$ cat src/rtl/module_operand_entry_pkg.sv
// Shared calculator definitions: keypad codes and the operand-entry state set.
// Imported by every block that decodes keys or tracks operand entry.
package module_operand_entry_pkg;

    localparam logic [3:0] KEY_ENTER = 4'hA;
    localparam logic [3:0] KEY_CLEAR = 4'hB;

    typedef enum logic [1:0] {
        ENTER_A = 2'd0,
        ENTER_B = 2'd1,
        DONE    = 2'd2
    } state_t;

    function automatic logic is_digit(input logic [3:0] code);
        return code <= 4'd9;
    endfunction

endpackage

$ cat src/rtl/module_operand_entry.sv
// Collects up to MAX_DIGITS BCD digits per operand from a debounced keypad and
// strobes operand A, then operand B, to the downstream arithmetic block.
module module_operand_entry
    import module_operand_entry_pkg::*;
#(
    parameter int MAX_DIGITS = 2
) (
    input  logic       clk,
    input  logic       rst,
    input  logic       key_valid,
    input  logic [3:0] key_code,
    output logic [7:0] bcd_out,
    output logic       load_a,
    output logic       load_b,
    output logic [1:0] digit_cnt,
    output logic       ops_ready
);

    localparam logic [1:0] MAX_CNT = 2'(MAX_DIGITS);

    state_t     r_state, w_state_nxt;
    logic [7:0] r_bcd, w_bcd_nxt;
    logic [1:0] r_cnt, w_cnt_nxt;
    logic       r_load_a, w_load_a_nxt;
    logic       r_load_b, w_load_b_nxt;
    logic       r_ready, w_ready_nxt;
    logic       w_busy;

    // The cycle after any strobe is spent clearing the operand; keys there are dropped.
    assign w_busy = r_load_a | r_load_b;

    // NOTE: sequential state uses non-blocking assignments so every register
    // samples the pre-edge values of its neighbours.
    always_ff @(posedge clk or posedge rst) begin
        if (rst) begin
            r_state <= ENTER_A;
        end else begin
            r_state <= w_state_nxt;
        end
    end

    // NOTE: every signal written here gets a default first, so no latch is inferred.
    always_comb begin
        w_state_nxt = r_state;
        if (r_load_a) begin
            w_state_nxt = ENTER_B;
        end else if (r_load_b) begin
            w_state_nxt = DONE;
        end else if (key_valid && key_code == KEY_CLEAR) begin
            w_state_nxt = ENTER_A;
        end
    end

    always_comb begin
        w_bcd_nxt    = r_bcd;
        w_cnt_nxt    = r_cnt;
        w_ready_nxt  = r_ready;
        w_load_a_nxt = 1'b0;
        w_load_b_nxt = 1'b0;
        if (w_busy) begin
            w_bcd_nxt = 8'h00;
            w_cnt_nxt = 2'd0;
            if (r_load_b) begin
                w_ready_nxt = 1'b1;
            end
        end else if (key_valid) begin
            if (key_code == KEY_CLEAR) begin
                w_bcd_nxt   = 8'h00;
                w_cnt_nxt   = 2'd0;
                w_ready_nxt = 1'b0;
            end else if (key_code == KEY_ENTER && r_state != DONE) begin
                w_load_a_nxt = (r_state == ENTER_A);
                w_load_b_nxt = (r_state == ENTER_B);
            end else if (is_digit(key_code) && r_state != DONE && r_cnt < MAX_CNT) begin
                w_bcd_nxt = {r_bcd[3:0], key_code};
                w_cnt_nxt = r_cnt + 2'd1;
            end
        end
    end

    // All outputs come straight from flops; the comb block above only forms their next values.
    always_ff @(posedge clk or posedge rst) begin
        if (rst) begin
            r_bcd    <= 8'h00;
            r_cnt    <= 2'd0;
            r_load_a <= 1'b0;
            r_load_b <= 1'b0;
            r_ready  <= 1'b0;
        end else begin
            r_bcd    <= w_bcd_nxt;
            r_cnt    <= w_cnt_nxt;
            r_load_a <= w_load_a_nxt;
            r_load_b <= w_load_b_nxt;
            r_ready  <= w_ready_nxt;
        end
    end

    assign bcd_out   = r_bcd;
    assign digit_cnt = r_cnt;
    assign load_a    = r_load_a;
    assign load_b    = r_load_b;
    assign ops_ready = r_ready;

endmodule

$ cat config.mk
export PLATFORM = sky130hd
export DESIGN_NAME = module_operand_entry
export DESIGN_NICKNAME = d
export VERILOG_FILES = /design/src/rtl/module_operand_entry_pkg.sv /design/src/rtl/module_operand_entry.sv
export SDC_FILE = /design/constraint.sdc
export NUM_CORES = 1
export LEC_CHECK = 0
export CELL_PAD_IN_SITES_DETAIL_PLACEMENT = 1
export CELL_PAD_IN_SITES_GLOBAL_PLACEMENT = 2
export CORE_MARGIN = 8
export CORE_UTILIZATION = 36
export CTS_CLUSTER_DIAMETER = 30
export CTS_CLUSTER_SIZE = 16
export DETAILED_ROUTE_END_ITERATION = 8
export DONT_BUFFER_PORTS = 1
export PLACE_DENSITY_LB_ADDON = 0.3
export SYNTH_ARGS = -nofsm -noshare
export SYNTH_HDL_FRONTEND = slang
export SYNTH_SLANG_ARGS = --single-unit
$ cat constraint.sdc
create_clock -name clk -period 1.5 [get_ports clk]
set_input_delay 0.225 -clock clk [delete_from_list [all_inputs] [get_ports clk]]
set_output_delay 0.225 -clock clk [all_outputs]
set_load 0.1 [all_outputs]
---- Word level (Yosys, flattened, before mapping) ----
Index checks and enable logic that the tools add are counted.
storage, ports and cells
  output and inout bits ................... 13
  input bits .............................. 7
  memory bits (read-only) ................. 0
  word-level logic and storage cells ...... 52
  memory bits (writable) .................. 0
  register bits after elaboration ......... 15
  bits in latches ......................... 0
  memories kept ........................... 0
cells by class
  divide/modulo/power cells ............... 0
  magnitude comparators ................... 2
  $add $sub $neg .......................... 1
  equality and inequality tests ........... 6
  mux-type cells .......................... 25
  reductions and logical operators ........ 11
  bitwise operators ....................... 1
  $mul .................................... 0
  shift operators ......................... 0
operator list
  operator                                                                number
  8-bit 2-to-1 mux                                                        5
  2-bit 2-to-1 mux                                                        8
  1-bit 2-to-1 mux                                                        12
  4-bit equality test (second input constant)                             2
  3-bit AND reduction                                                     2
  3-bit nonzero test                                                      2
  4-bit less-or-equal comparator (second input constant)                  1
  1-bit logical AND                                                       4
  2-bit inequality test (second input constant)                           2
  2-bit nonzero test                                                      2
  3-bit inequality test (second input constant)                           1
  2-bit by 1-bit adder with 2-bit output (second input constant)          1
  2-bit by 1-bit equality test with 1-bit output (second input constant)  1
  2-bit logical NOT                                                       1
  2-bit less-than comparator (second input constant)                      1
  1-bit bitwise OR                                                        1

---- Logic depth before layout (Yosys ltp) ----
  word-level depth ........................ 8
  mapped depth ............................ 5
  mapped depth without buffers ............ 4

---- Worst setup path before layout ----
OpenSTA, ideal clock, no wires.
  kind .................................... flip-flop to flip-flop
  from .................................... register r_load_b (netlist: load_b)
  to ...................................... register r_cnt[0] (netlist: digit_cnt[0])
  setup time .............................. 126 ps
  data required time ...................... 1374 ps
  period minus slack after synthesis ...... 1850 ps
  buffers on the path ..................... 1
  arrival ................................. 1724 ps
  stages on the path, launching flop included .. 5
  setup slack ............................. -350 ps
  path through ............................ dfrtp_1 -> nor2_1 -> and4_1 -> buf_6 -> mux2_4
between the ends
  cells in the longest elaborated chain, start to end .. 3
  elaborated cells on any way between the ends .. 6
  classes of those cells .................. eq/ne: 1; mux: 1; bitwise: 1; reduce/logical: 3
ends and longest elaborated chain
  element                                                         RTL line                    RTL
  start, declared                                                 module_operand_entry.sv:25  logic r_load_b, w_load_b_nxt;
  start signal, assigned                                          module_operand_entry.sv:93  r_load_b <= w_load_b_nxt;
  1-bit bitwise OR (*)                                            module_operand_entry.sv:30  assign w_busy = r_load_a | r_load_b;
  3-bit inequality test (no source line) (tied with other cells)  -
  3-bit AND reduction (no source line)                            -
  end signal, assigned                                            module_operand_entry.sv:91  r_cnt <= w_cnt_nxt;
  end, declared                                                   module_operand_entry.sv:23  logic [1:0] r_cnt, w_cnt_nxt;
Every way passes the cells marked *; elsewhere a longest branch is shown, timed or not.
A chain may end at the register's enable or synchronous reset.

---- Final worst setup path ----
Same ends and word-level chain as after synthesis.

==> metrics <==
DPL Wire Length=1250 microns; floorplan die height=58.1 microns; remaining antenna violation count=0; Hold Fails Final Rpt=0; vias per cell=5.48; Critical Path RT=1.72 ns; max cap viols=0; Pre-Repair DR Iteration Count=3; postcts setup bufs=0; nature of the critical path startpoint=register; # diodes=0; IO Pins=20; #FFs+latches synth=15; Achievable Freq=710 MHz; H-tree depth=1; CTS Buf Count=3; worst-margin pin slew=0.551 ns; most frequent cells in the layout=buf_4, dfrtp_1, a22o_1, inv_1, clkbuf_4; Syn Area/Cell=12.7 sq um; CTS max path bufs=2; CP Data Arrival Time=1.63 ns; global route total overflow=0; initial antenna violation count=0; Layout Nets=75; DRC=0; kind of end point of the critical path=register; Setup CP Type=register to register; sequential share of the synthesized area=0.589; die area=3370 sq um; first-pass GRT wire length=2580 microns; commonest non-fill, non-tap cell in the layout=buf_4; Worst-Skew Late Latency=0.28 ns; drt total wl=1580 microns; via count=460; input/output buffers=0; Synth-to-Final Area Change=24.4%; cell count after synthesis=50; status=finished, final reports clean; WL per Instance=18.8 microns; Synth top area share=0.589; fraction of layout cells with a size suffix above 1=0.373; Final setup viols=0; Warnings, synthesis=0; period utilization=0.939; Initial DRC Count=3; # rows=15; routability cong.=0.809; Root Buffer=clkbuf_4; count of pins over their slew limit=0; Syn Nets=57; Clock Skew=0.00209 ns; Distinct cells, synth=24; minimum clock period=1.41 ns; largest area contributor in the netlist=dfrtp_1; Die Wd=58.1 microns; clock tree from TritonCTS=built; Mapped Area=637 sq um; Worst-path clk slew=0.09 ns; setup TNS=0 ns; Slew Limit Headroom=0.632; Max FO, Critical Path=9; All-Layer GR Usage=0.101; largest net degree at the start of global routing=16; vias in the first global route=504; largest cells by area after synthesis=dfrtp_1, a22o_1, nor3_4, a21o_1, mux2_4; core outline area=1690 sq um; Hold Path Class=input port to register; RSZ-0062 raised after global routing=false; Starting Density=0.377; CTS Sinks=15
## worst paths after layout
kind	endpoint	depth (start not counted)	start	slack, ns
min in group asynchronous	digit_cnt[0]$_DFFE_PP0P_	2	rst	0.43
max in group asynchronous	load_b$_DFF_PP0_	2	rst	0.66
worst min-delay path	bcd_out[0]$_DFFE_PP0P_	1	key_code[0]	0.08
worst max register to register	digit_cnt[0]$_DFFE_PP0P_	4	load_b$_DFF_PP0_	0.09
worst max-delay path	digit_cnt[0]$_DFFE_PP0P_	4	load_b$_DFF_PP0_	0.09
worst min register to register	load_a$_DFF_PP0_	1	r_state[0]$_DFFE_PP0P_	0.47
## area by class of cell
class / instances / area (sq um)
multi-input combinational: 31 / 240
tap: 17 / 21.3
sequential: 15 / 384
clock buffer: 3 / 22.5
timing repair buffer: 14 / 108
clock inverter: 1 / 5.00
fill: 191 / 897
inverter: 3 / 11.3
## cells in the mapped netlist
cell      instances
and4_1            1
nor3_4            1
or3_1             1
nand2b_1          1
inv_1             3
dfrtp_1          15
o21a_1            1
a21oi_1           1
nor4_1            1
a31oi_1           1
nand4b_1          1
and4_2            1
and2b_1           1
o21ai_0           1
o21ai_2           1
nand4_1           1
a21o_1            2
nor2b_1           2
a22o_1            8
nand2_1           2
and2_1            1
mux2_4            1
nor2_1            1
buf_6             1
## through the flow
stage          hold WS, ns  instances  utilization  cell area [sq um]  worst slack [ns]
2_1_floorplan        0.126         50            -                646           0.00591
3_3_place_gp         0.176         79        0.446                753             0.153
3_5_place_dp         0.194         79        0.446                753             0.101
4_1_cts             0.0785         84        0.468                791            0.0485
5_1_grt             0.0676         84        0.469                792            0.0130
6_report            0.0836         84        0.469                792            0.0915
## what timing repair did
item	CTS	global route
endpoints found under the hold margin	15	0
hold buffers	1	0
endpoints found under the setup margin	0	8
gates resized for setup	0	1
## sequential cells by signal, indices dropped and copies added (netlist names)
register and count:
load_b 1, r_state 2, digit_cnt 2, ops_ready 1, bcd_out 8, load_a 1
## cell families (layout without fill, tap and decap cells)
kind of cell	Yosys count	in the layout	synth area share
flops	15	15	0.589
mux	1	1	0.0236
buf+inv	4	21	0.0354
compound gates	15	15	0.185
simple gates	15	15	0.167
## layer usage
metal / GRT usage / part of all wire / wire (microns) / up-vias
met5: 0 / 0 / 0 / -
met4: 0.0315 / 0 / 0 / 0
met3: 0.0596 / 0.11 / 176 / 0
met2: 0.177 / 0.50 / 797 / 15
met1: 0.0968 / 0.39 / 610 / 226
li1: - / - / - / 219
## critical path, stage by stage (launching register included)
cell,delay [ns]
dfrtp_4,0.49
nor2_1,0.19
nand2_1,0.13
o21ai_2,0.33
mux2_4,0.21
Power is left out: the tool's default activity adds up to more than one toggle a clock period on the data nets, which glitch-free logic cannot reach.
